### src/rtl/pwm_leds_wb_if.sv
// Wishbone slave bus bundle for the PWM LED block, as seen on the shared wbm_* bus.
interface pwm_leds_wb_if #(
  parameter int unsigned ADDR_WIDTH = 3,
  parameter int unsigned DATA_WIDTH = 16
) ();
  logic [ADDR_WIDTH-1:0] wbs_address;
  logic [DATA_WIDTH-1:0] wbs_writedata;
  logic [DATA_WIDTH-1:0] wbs_readdata;
  logic                  wbs_write;
  logic                  wbs_strobe;
  logic                  wbs_cycle;
  logic                  wbs_ack;

  modport master (
    output wbs_address, wbs_writedata, wbs_write, wbs_strobe, wbs_cycle,
    input  wbs_readdata, wbs_ack
  );

  modport slave (
    input  wbs_address, wbs_writedata, wbs_write, wbs_strobe, wbs_cycle,
    output wbs_readdata, wbs_ack
  );
endinterface

### src/rtl/pwm_leds_wb.sv
// Four-channel 8-bit PWM LED driver with a shared 16-bit prescaler.
// Duty registers are double-buffered and only take effect at a period boundary.
module pwm_leds_wb #(
  parameter int unsigned ADDR_WIDTH = 3,
  parameter int unsigned DATA_WIDTH = 16,
  parameter int unsigned NUM_LEDS   = 4
) (
  input  logic                clk,
  input  logic                reset,
  output logic [NUM_LEDS-1:0] led,
  pwm_leds_wb_if.slave        wbs
);

  localparam int unsigned PSC_W = 16;
  localparam int unsigned CNT_W = 8;

  logic [ADDR_WIDTH-1:0] w_addr_full;
  logic [2:0]            w_addr;
  logic                  w_req;
  logic                  w_wr;
  logic                  w_rd;
  logic                  w_clr;
  logic                  w_duty_wr;
  logic                  w_tick;
  logic                  w_wrap;
  logic [DATA_WIDTH-1:0] w_rdata;

  logic                  r_ack;
  logic [DATA_WIDTH-1:0] r_rdata;
  logic [3:0]            r_en;
  logic [3:0]            r_inv;
  logic [PSC_W-1:0]      r_prescale;
  logic [PSC_W-1:0]      r_psc_cnt;
  logic [CNT_W-1:0]      r_pwm_cnt;
  logic                  r_pend;
  logic [CNT_W-1:0]      r_duty_shd [NUM_LEDS];
  logic [CNT_W-1:0]      r_duty_act [NUM_LEDS];
  logic [NUM_LEDS-1:0]   r_led;

  assign w_addr_full = wbs.wbs_address;
  assign w_addr      = w_addr_full[2:0];
  assign w_req       = wbs.wbs_cycle & wbs.wbs_strobe & ~r_ack;
  assign w_wr        = w_req & wbs.wbs_write;
  assign w_rd        = w_req & ~wbs.wbs_write;
  assign w_clr       = w_wr & (w_addr == 3'd0) & wbs.wbs_writedata[8];
  assign w_duty_wr   = w_wr & w_addr[2] & ({1'b0, w_addr[1:0]} < 3'(NUM_LEDS));
  // >= rather than == so a PRESCALE lowered below the running count still ticks
  assign w_tick      = (r_psc_cnt >= r_prescale);
  assign w_wrap      = w_tick & (r_pwm_cnt == 8'hFF);

  // Read mux; DUTY reads return the shadow copy
  always_comb begin
    w_rdata = '0;
    case (w_addr)
      3'd0:    w_rdata = DATA_WIDTH'({r_inv, r_en});
      3'd1:    w_rdata = DATA_WIDTH'(r_prescale);
      3'd2:    w_rdata = DATA_WIDTH'({r_pend, r_pwm_cnt});
      default: ;
    endcase
    for (int i = 0; i < NUM_LEDS; i++) begin
      if (w_addr == 3'(4 + i)) w_rdata = DATA_WIDTH'(r_duty_shd[i]);
    end
  end

  always_ff @(posedge clk or negedge reset) begin
    if (!reset) begin
      r_ack   <= 1'b0;
      r_rdata <= '0;
    end else begin
      r_ack <= w_req;
      if (w_rd) r_rdata <= w_rdata;
    end
  end

  always_ff @(posedge clk or negedge reset) begin
    if (!reset) begin
      r_en       <= '0;
      r_inv      <= '0;
      r_prescale <= '0;
    end else if (w_wr) begin
      if (w_addr == 3'd0) begin
        r_en  <= wbs.wbs_writedata[3:0];
        r_inv <= wbs.wbs_writedata[7:4];
      end
      if (w_addr == 3'd1) r_prescale <= wbs.wbs_writedata[PSC_W-1:0];
    end
  end

  // Prescaler and period counter; CLR outranks a same-cycle tick
  always_ff @(posedge clk or negedge reset) begin
    if (!reset) begin
      r_psc_cnt <= '0;
      r_pwm_cnt <= '0;
      r_pend    <= 1'b0;
    end else begin
      if (w_clr) begin
        r_psc_cnt <= '0;
        r_pwm_cnt <= '0;
      end else if (w_tick) begin
        r_psc_cnt <= '0;
        r_pwm_cnt <= r_pwm_cnt + 8'd1;
      end else begin
        r_psc_cnt <= r_psc_cnt + 16'd1;
      end
      if (w_clr)          r_pend <= 1'b0;
      else if (w_duty_wr) r_pend <= 1'b1;
      else if (w_wrap)    r_pend <= 1'b0;
    end
  end

  always_ff @(posedge clk or negedge reset) begin
    if (!reset) begin
      for (int i = 0; i < NUM_LEDS; i++) begin
        r_duty_shd[i] <= '0;
        r_duty_act[i] <= '0;
      end
    end else begin
      for (int i = 0; i < NUM_LEDS; i++) begin
        if (w_wr && (w_addr == 3'(4 + i))) r_duty_shd[i] <= wbs.wbs_writedata[CNT_W-1:0];
        if (w_clr || w_wrap)              r_duty_act[i] <= r_duty_shd[i];
      end
    end
  end

  always_ff @(posedge clk or negedge reset) begin
    if (!reset) begin
      r_led <= '0;
    end else begin
      for (int i = 0; i < NUM_LEDS; i++) begin
        r_led[i] <= r_inv[i] ^ (r_en[i] & (r_pwm_cnt < r_duty_act[i]));
      end
    end
  end

  assign led              = r_led;
  assign wbs.wbs_ack      = r_ack;
  assign wbs.wbs_readdata = r_rdata;

endmodule
### src/flat_wrapper.sv
// flat-port wrapper written by rule: the top's interface ports become plain ports
module pwm_leds_wb_flat 
#(
  parameter int unsigned ADDR_WIDTH = 3,
  parameter int unsigned DATA_WIDTH = 16,
  parameter int unsigned NUM_LEDS   = 4
)
  (clk, reset, led, wbs_wbs_address, wbs_wbs_writedata, wbs_wbs_write, wbs_wbs_strobe, wbs_wbs_cycle, wbs_wbs_readdata, wbs_wbs_ack);
  pwm_leds_wb_if #(.ADDR_WIDTH(ADDR_WIDTH), .DATA_WIDTH(DATA_WIDTH)) wbs_i ();
  input  logic clk;
  input  logic reset;
  output logic [NUM_LEDS-1:0] led;
  input wire logic [$bits(wbs_i.wbs_address)-1:0] wbs_wbs_address;
  input wire logic [$bits(wbs_i.wbs_writedata)-1:0] wbs_wbs_writedata;
  input wire logic [$bits(wbs_i.wbs_write)-1:0] wbs_wbs_write;
  input wire logic [$bits(wbs_i.wbs_strobe)-1:0] wbs_wbs_strobe;
  input wire logic [$bits(wbs_i.wbs_cycle)-1:0] wbs_wbs_cycle;
  output wire logic [$bits(wbs_i.wbs_readdata)-1:0] wbs_wbs_readdata;
  output wire logic [$bits(wbs_i.wbs_ack)-1:0] wbs_wbs_ack;
  assign wbs_i.wbs_address = wbs_wbs_address;
  assign wbs_i.wbs_writedata = wbs_wbs_writedata;
  assign wbs_i.wbs_write = wbs_wbs_write;
  assign wbs_i.wbs_strobe = wbs_wbs_strobe;
  assign wbs_i.wbs_cycle = wbs_wbs_cycle;
  assign wbs_wbs_readdata = wbs_i.wbs_readdata;
  assign wbs_wbs_ack = wbs_i.wbs_ack;
  pwm_leds_wb #(.ADDR_WIDTH(ADDR_WIDTH), .DATA_WIDTH(DATA_WIDTH), .NUM_LEDS(NUM_LEDS)) u_core (.clk(clk), .reset(reset), .led(led), .wbs(wbs_i));
endmodule
### config.mk
export PLATFORM = sky130hd
export DESIGN_NAME = pwm_leds_wb_flat
export DESIGN_NICKNAME = d
export VERILOG_FILES = /design/src/rtl/pwm_leds_wb_if.sv /design/src/rtl/pwm_leds_wb.sv /design/src/flat_wrapper.sv
export SDC_FILE = /design/constraint.sdc
export NUM_CORES = 1
export LEC_CHECK = 0
export ABC_AREA = 1
export BUFFER_PORTS_ARGS = -buffer_cell sky130_fd_sc_hd__buf_4
export CAP_MARGIN = 30
export CORE_MARGIN = 1
export CORE_UTILIZATION = 38
export DETAILED_ROUTE_END_ITERATION = 12
export SETUP_SLACK_MARGIN = 0.5
export SKIP_LAST_GASP = 1
export SLEW_MARGIN = 20
export SYNTH_ARGS = -nofsm -noshare
export SYNTH_HDL_FRONTEND = slang
export SYNTH_SLANG_ARGS = --single-unit
### constraint.sdc
create_clock -name clk -period 4.3 [get_ports clk]
set_input_delay 0.215 -clock clk [delete_from_list [all_inputs] [get_ports clk]]
set_output_delay 0.215 -clock clk [all_outputs]
set_load 0.01 [all_outputs]
==> results of run 1 <==
## critical path, stage by stage (launching register included)
cell     delay (ps)
dfrtp_1         450
ha_1            340
a21oi_1         140
nor2_1           50
nor2_1           90
nand2_1          60
nand2_1         120
nand3_1         380
nand2_2         160
buf_4           360
nand2_2         450
nand2_1         200
nand2_1          60
## layer usage
| layer | track usage, % | wire length [microns] | vias to the layer above |
|---|---|---|---|
| li1 | - | - | 2833 |
| met1 | 30.20 | 8907 | 2663 |
| met2 | 30.92 | 7857 | 152 |
| met3 | 4.636 | 1046 | 28 |
| met4 | 8.791 | 416 | 0 |
| met5 | 0 | 0 | - |
## flip-flops by register name (all words and copies together), names as in the netlist
signal / cells
u_core.led: 4
u_core.r_duty_act: 32
u_core.r_duty_shd: 32
u_core.r_en: 4
u_core.r_inv: 4
u_core.r_pend: 1
u_core.r_prescale: 16
u_core.r_psc_cnt: 16
u_core.r_pwm_cnt: 8
u_core.wbs.wbs_ack: 1
u_core.wbs.wbs_readdata: 16
## power groups by stage
stage               Sequential [mW]  Clock [mW]  Combinational, mW
floorplan                      1.62           0              0.444
global placement               1.66           0              0.663
detailed placement             1.66           0              0.679
CTS                            1.64        1.52              0.689
global route                   1.67        1.57              0.790
finish                         1.65        1.50              0.681
## cell type report
| cell class | count | share of cell area [%] |
|---|---|---|
| Timing Repair Buffer | 55 | 5.417 |
| Sequential cell | 134 | 41.12 |
| Tap cell | 229 | 3.514 |
| Inverter | 101 | 4.680 |
| Clock inverter | 14 | 2.164 |
| Multi-Input combinational cell | 573 | 37.84 |
| Clock buffer | 18 | 5.263 |
## repair_timing
action                    4_1_cts  5_1_grt
buffers inserted                0        0
hold buffers                    7        0
hold endpoints to repair       68        0
## logic make-up (layout without fill, tap and decap cells)
| family | count (synthesis) | count (layout) | synth area share (%) |
|---|---|---|---|
| XOR/XNOR | 10 | 10 | 1.259 |
| AND/OR/NAND/NOR | 381 | 381 | 24.15 |
| adder cells (fa/ha/maj) | 46 | 46 | 8.272 |
| flip-flops | 134 | 134 | 48.19 |
| AO/OA/AOI/OAI | 136 | 136 | 10.56 |
| buffers and inverters | 126 | 188 | 7.571 |
## path summary, 6_finish.rpt
kind / start / to / slack, ps / depth (start not counted)
worst max register to register: u_core.r_psc_cnt[5]$_DFF_PN0_ / u_core.r_duty_act[21]$_DFFE_PN0P_ / 1290 / 12
worst max-delay path: u_core.r_psc_cnt[5]$_DFF_PN0_ / u_core.r_duty_act[21]$_DFFE_PN0P_ / 1290 / 12
min in group asynchronous: reset / u_core.led[2]$_DFF_PN0_ / 360 / 2
worst min register to register: u_core.r_psc_cnt[0]$_DFF_PN0_ / u_core.r_psc_cnt[0]$_DFF_PN0_ / 480 / 1
max in group asynchronous: reset / u_core.r_duty_shd[8]$_DFFE_PN0P_ / 2980 / 3
worst min-delay path: wbs_wbs_writedata[6] / u_core.r_prescale[6]$_DFFE_PN0P_ / 7 / 3
## cell usage after synthesis
cell type / count / share of area, %
buf_2: 14 / 1.0
nor2_4: 2 / 0.32
o21bai_1: 1 / 0.11
nand2_2: 5 / 0.45
inv_2: 4 / 0.22
a21oi_1: 56 / 4.0
clkbuf_1: 4 / 0.22
xnor2_1: 3 / 0.38
ha_1: 46 / 8.3
nor4_1: 1 / 0.090
nor2_2: 2 / 0.18
nor2_1: 43 / 2.3
o21a_1: 4 / 0.43
nand2_4: 1 / 0.16
inv_4: 1 / 0.090
o21ai_2: 3 / 0.38
a21oi_2: 1 / 0.13
xor2_1: 7 / 0.88
a31oi_1: 1 / 0.090
nor3_2: 2 / 0.29
buf_4: 5 / 0.54
o22ai_1: 4 / 0.36
a21o_1: 1 / 0.11
nand3_1: 56 / 4.0
o31ai_1: 7 / 0.76
nand3b_1: 1 / 0.11
nor3_1: 7 / 0.50
buf_6: 2 / 0.32
o21ai_0: 50 / 3.6
nand4_1: 20 / 1.8
nor3_4: 2 / 0.47
nand3_2: 1 / 0.14
o21ai_1: 8 / 0.58
inv_1: 96 / 5.2
dfrtp_1: 134 / 48
or2_2: 1 / 0.090
nor3b_1: 3 / 0.32
nand4_4: 1 / 0.31
nand2_1: 233 / 13
## per-stage QoR
step | setup WS, ps | power (mW)
floorplan | 2469 | 2.061
global placement | 1378 | 2.328
detailed placement | 1320 | 2.340
CTS | 1307 | 3.849
global route | 995.2 | 4.031
finish | 1285 | 3.822
## cell usage in the layout (no fill, tap or decap), drive strengths merged, types with 4 or more instances in the layout
cell and instances:
nor2 47, inv 103, o21ai 61, nand3 57, clkinv 4, o21a 4, clkbuf 18, a21oi 57
nor3 11, o31ai 7, dfrtp 134, xor2 7, ha 46, o22ai 4, buf 48, dlygate4sd3 7
nand2 239, nand4 21, clkinvlp 5
==> run_results.csv, run 1 <==
group,metric,value,unit
hold_path,min_path_type,"in -> reg",
detailed_routing,totalWireLength,18230,microns
floorplan,ios,45,
layout,antenna_cells,0,
layout,finalInstanceArea,8154,sq um
sta,min_period,3015,ps
detailed_routing,drt_iter0_markers,445,
placed_design,gp_congestion,0.8550,
sta,fin_crit_sh,70.11,%
clock_tree,worstSkewPairLatency,430,ps
layout,fin_cells,1124,
floorplan,core,17960,sq um
global_route,track_usage,21.19,%
layout,final_util,45.39,%
clock_tree,clk_pin_slew,60,ps
yosys,ys_seq_area_share,48.19,%
yosys,ys.warnings.count,0,
power,combPwrFrac,17.8,%
clock_tree,ctsResizeCount,0,
critical_path,end_kind,"flip-flop",
power,p_int,2.660,mW
sta,fmax,331.7,MHz
critical_path,start_kind,"flip-flop",
power,pwr_density_cell,468.7,nW/um^2
sta,worstMarginPinSlew,771.7,ps
detailed_routing,drt-vias-per-instance,5.050,
detailed_routing,drc,0,
yosys,synthesis.instances,833,
global_route,overflow,0,
yosys,synth.distinct_cells,39,
flow_run,cap_violations,0,
floorplan,die_h,137.3,microns
yosys,syn_nets,903,
power,p_clk_share,39.1,%
critical_path,required,4600,ps
sta,setup_violations,0,
power,swShare,30.41,%
layout,drive_above_1_share,11.84,%
sta,max_slew_margin,48.41,%
critical_path,critPathKind,"reg -> reg",
global_route,grt_max_degree,65,
clock_tree,cts_buffers,17,
sta,skew,21.42,ps
placed_design,portBuffers,44,
clock_tree,cts_root_buffer,"clkbuf_16",
layout,multi_input_area,3085,sq um
power,peakVddDrop,292.4,uV
layout,final.fill_count,1761,
detailed_routing,wl_per_cell,16.22,microns
floorplan,start_util,38.73,%
detailed_routing,vias,5676,
detailed_routing,first_pass_iters,5,
power,seqPwrFrac,43.1,%
layout,nNetsFinal,952,
clock_tree,h-tree-depth,4,
clock_tree,clkSinkCount,134,
power,switchingPower,1.162,mW
critical_path,cp_max_fo,34,
detailed_routing,ant_nets,0,
yosys,avgSynthCellArea,8.353,sq um
clock_tree,cts_tree,"built",
status,status,"finished clean",
sta,holdWs,7.264,ps
global_route,grt_antenna_before_repair,0,
global_route,grt_pass1_wl,29410,microns
clock_tree,clockBufferDepth,2,
floorplan,die_w,137.3,microns
sta,drv_slew,0,
critical_path,cp.arrival,3320,ps
layout,register_area,3353,sq um
power,p_leak,4.087,nW
global_route,grt_pass1_vias,5352,
layout,synthToLayoutAreaGrowth,17.19,%
floorplan,die_area,18860,sq um
floorplan,rows,49,
sta,fin_tns_setup,0,ps
placed_design,dpl.hpwl,12900,microns
yosys,ys_ff_latch,134,
sta,grt_setup_unrepaired,"no",
yosys,synthesis.area,6958,sq um
sta,hold_viol_final,0,
placed_design,postPlaceCellArea,7458,sq um
placed_design,numPlacedInstances,1084,
Power figures use the tool's default switching activity.
==> run 2, diff against run 1 <==
==> constraint.sdc (replaced) <==
create_clock -name clk -period 2.7 [get_ports clk]
set_input_delay 0.135 -clock clk [delete_from_list [all_inputs] [get_ports clk]]
set_output_delay 0.135 -clock clk [all_outputs]
set_load 0.01 [all_outputs]
==> run 2 against run 1 <==
- sequential power up 58%
- global-route usage increased by 0.89 points
- total power up 59%
- clock skew is 12 ps lower
- clock power is 54% higher
- combinational power up 70%
- via count up 2.4%
- non-clock buffer count increased by 24
==> run_results.csv, run 2 (synthesis results as in run 1) <==
group,metric,value,unit
status,status,"finished clean",
clock_tree,cts_tree,"built",
sta,min_period,2096,ps
sta,drv_slew,0,
floorplan,die_area,18860,sq um
clock_tree,cts_root_buffer,"clkbuf_16",
floorplan,rows,49,
global_route,grt_max_degree,64,
power,power.total,6.077,mW
layout,final_common_cell,"nand2_1",
clock_tree,clkSinkCount,134,
detailed_routing,drt-vias-per-instance,5.061,
critical_path,cp_num_buf_inv,1,
power,peakVddDrop,529.0,uV
sta,holdWs,99.63,ps
global_route,track_usage,22.08,%
sta,fin_tns_setup,0,ps
global_route,grt_pass1_wl,30620,microns
detailed_routing,ant_nets,0,
placed_design,portBuffers,44,
clock_tree,h-tree-depth,4,
flow_run,cap_violations,0,
placed_design,dp_slack,469.9,ps
sta,max_slew_margin,51.14,%
detailed_routing,totalWireLength,19070,microns
sta,worstMarginPinSlew,730.9,ps
sta,fin_crit_sh,77.64,%
clock_tree,clockBufferDepth,2,
sta,final.setup.worst_slack,603.8,ps
critical_path,path_cells,"ha_1 > nand2_1 > o21bai_1 > nand2_1 > a21oi_4 > nand3_1 > nand2_4 > nand2_8 > buf_4 > nand2_1 > nand2_1",
critical_path,required,3030,ps
critical_path,reg2reg_slack,600,ps
power,p_int,4.186,mW
floorplan,die_w,137.3,microns
layout,layout_common_cells,"232 x nand2_1, 131 x dfrtp_1, 96 x inv_1",
layout,reg.largest.list,"u_core.r_duty_act: 32 flops, u_core.r_duty_shd: 32 flops",
critical_path,cp_top_family,"simple AND/OR/NAND/NOR gates",
power,switchingPower,1.892,mW
global_route,grt_pass1_vias,5569,
power,swShare,31.13,%
global_route,overflow,0,
placed_design,dpl.hpwl,13240,microns
critical_path,critPathKind,"reg -> reg",
power,pwr_density_cell,721.8,nW/um^2
floorplan,start_util,38.73,%
detailed_routing,first_pass_iters,5,
critical_path,critPathSlowestCell,"dfrtp_1",
critical_path,start_kind,"flip-flop",
hold_path,min_path_type,"in -> reg",
power,combPwrFrac,19.0,%
floorplan,die_h,137.3,microns
placed_design,numPlacedInstances,1093,
power,p_leak,4.234,nW
critical_path,cp_max_fo,10,
clock_tree,cts_buffers,17,
detailed_routing,drt_iter0_markers,470,
power,p_clk_share,38.1,%
floorplan,ios,45,
sta,grt_setup_unrepaired,"no",
clock_tree,worstSkewPairLatency,440,ps
sta,setup_violations,0,
sta,fmax,477.0,MHz
detailed_routing,drc,0,
detailed_routing,wl_per_cell,16.59,microns
critical_path,cp.arrival,2420,ps
critical_path,max_stage_delay,390,ps
layout,nNetsFinal,977,
layout,synthToLayoutAreaGrowth,21.00,%
layout,drive_above_1_share,13.48,%
clock_tree,clk_pin_slew,60,ps
placed_design,gp_congestion,0.8967,
critical_path,end_kind,"flip-flop",
global_route,grt_antenna_before_repair,0,
sta,skew,9.687,ps
floorplan,core,17960,sq um
layout,fin_cells,1149,
detailed_routing,vias,5815,
layout,antenna_cells,0,
critical_path,crit_top_cell,"nand2_1",
sta,hold_viol_final,0,
power,seqPwrFrac,42.9,%
[run 2: cell count changes in the layout (fill, tap and decap cells not counted), moves of 2 or more]
| cell | previous run | this run |
|---|---|---|
| buf_4 | 46 | 56 |
| dlygate4sd3_1 | 7 | 19 |
| nand2_4 | 1 | 3 |
| nor2_2 | 2 | 4 |
| buf_12 | 0 | 2 |
| dfrtp_1 | 134 | 131 |
| dfrtp_2 | 0 | 3 |
[run 2: worst register-to-register path, cell delays in order (launching register included)]
cell      delay [ps]
dfrtp_1          390
ha_1             320
nand2_1          130
o21bai_1         120
nand2_1          110
a21oi_4          170
nand3_1          160
nand2_4          160
nand2_8          100
buf_4            200
nand2_1           70
nand2_1           50
[run 2: cell type report]
type / instances / area (sq um)
fill: 1740 / 9544
sequential: 134 / 3357
multi-input combinational: 574 / 3123
timing repair buffer: 79 / 689.4
clock buffer: 18 / 429.2
inverter: 101 / 381.6
tap: 229 / 286.5
clock inverter: 14 / 152.6
[run 2: power groups by stage]
stage                     sequential, mW  combinational, mW  clock (mW)
after floorplan                     2.58              0.707           0
after global placement              2.63               1.08           0
after detailed placement            2.63               1.11           0
after CTS                           2.60               1.14        2.33
after global routing                2.65               1.34        2.43
final                               2.61               1.16        2.31
[run 2: repair_timing]
action | CTS | global route
resized for setup | 1 | 11
hold buffers | 19 | 0
gates cloned | 0 | 1
endpoints found under the setup margin | 14 | 36
pin swaps | 0 | 2
setup buffers | 0 | 3
hold endpoints to repair | 64 | 0
[run 2: stage by stage]
step | utilization [%] | area [sq um]
after detailed placement | 41.97 | 7538
after floorplan | - | 6958
after CTS | 46.29 | 8315
after global routing | 46.87 | 8419
after global placement | 41.97 | 7538
final | 46.87 | 8419
[run 2: final timing paths]
path,startpoint,to,cells after the start
max reg2reg,u_core.r_psc_cnt[15]$_DFF_PN0_,u_core.r_duty_act[13]$_DFFE_PN0P_,11
min in group asynchronous,reset,u_core.r_duty_act[30]$_DFFE_PN0P_,2
max,u_core.r_psc_cnt[15]$_DFF_PN0_,u_core.r_duty_act[13]$_DFFE_PN0P_,11
min,wbs_wbs_strobe,u_core.wbs.wbs_ack$_DFF_PN0_,5
min reg2reg,u_core.wbs.wbs_readdata[4]$_DFFE_PN0P_,u_core.wbs.wbs_readdata[4]$_DFFE_PN0P_,2
max in group asynchronous,reset,u_core.r_psc_cnt[5]$_DFF_PN0_,3
[run 2: routing by layer]
layer | vias up | track usage (%) | routed length (microns)
met4 | 0 | 7.021 | 416
met2 | 161 | 33.73 | 8572
met3 | 35 | 6.107 | 1065
met1 | 2738 | 30.23 | 9011
li1 | 2881 | - | -
met5 | - | 0 | 0
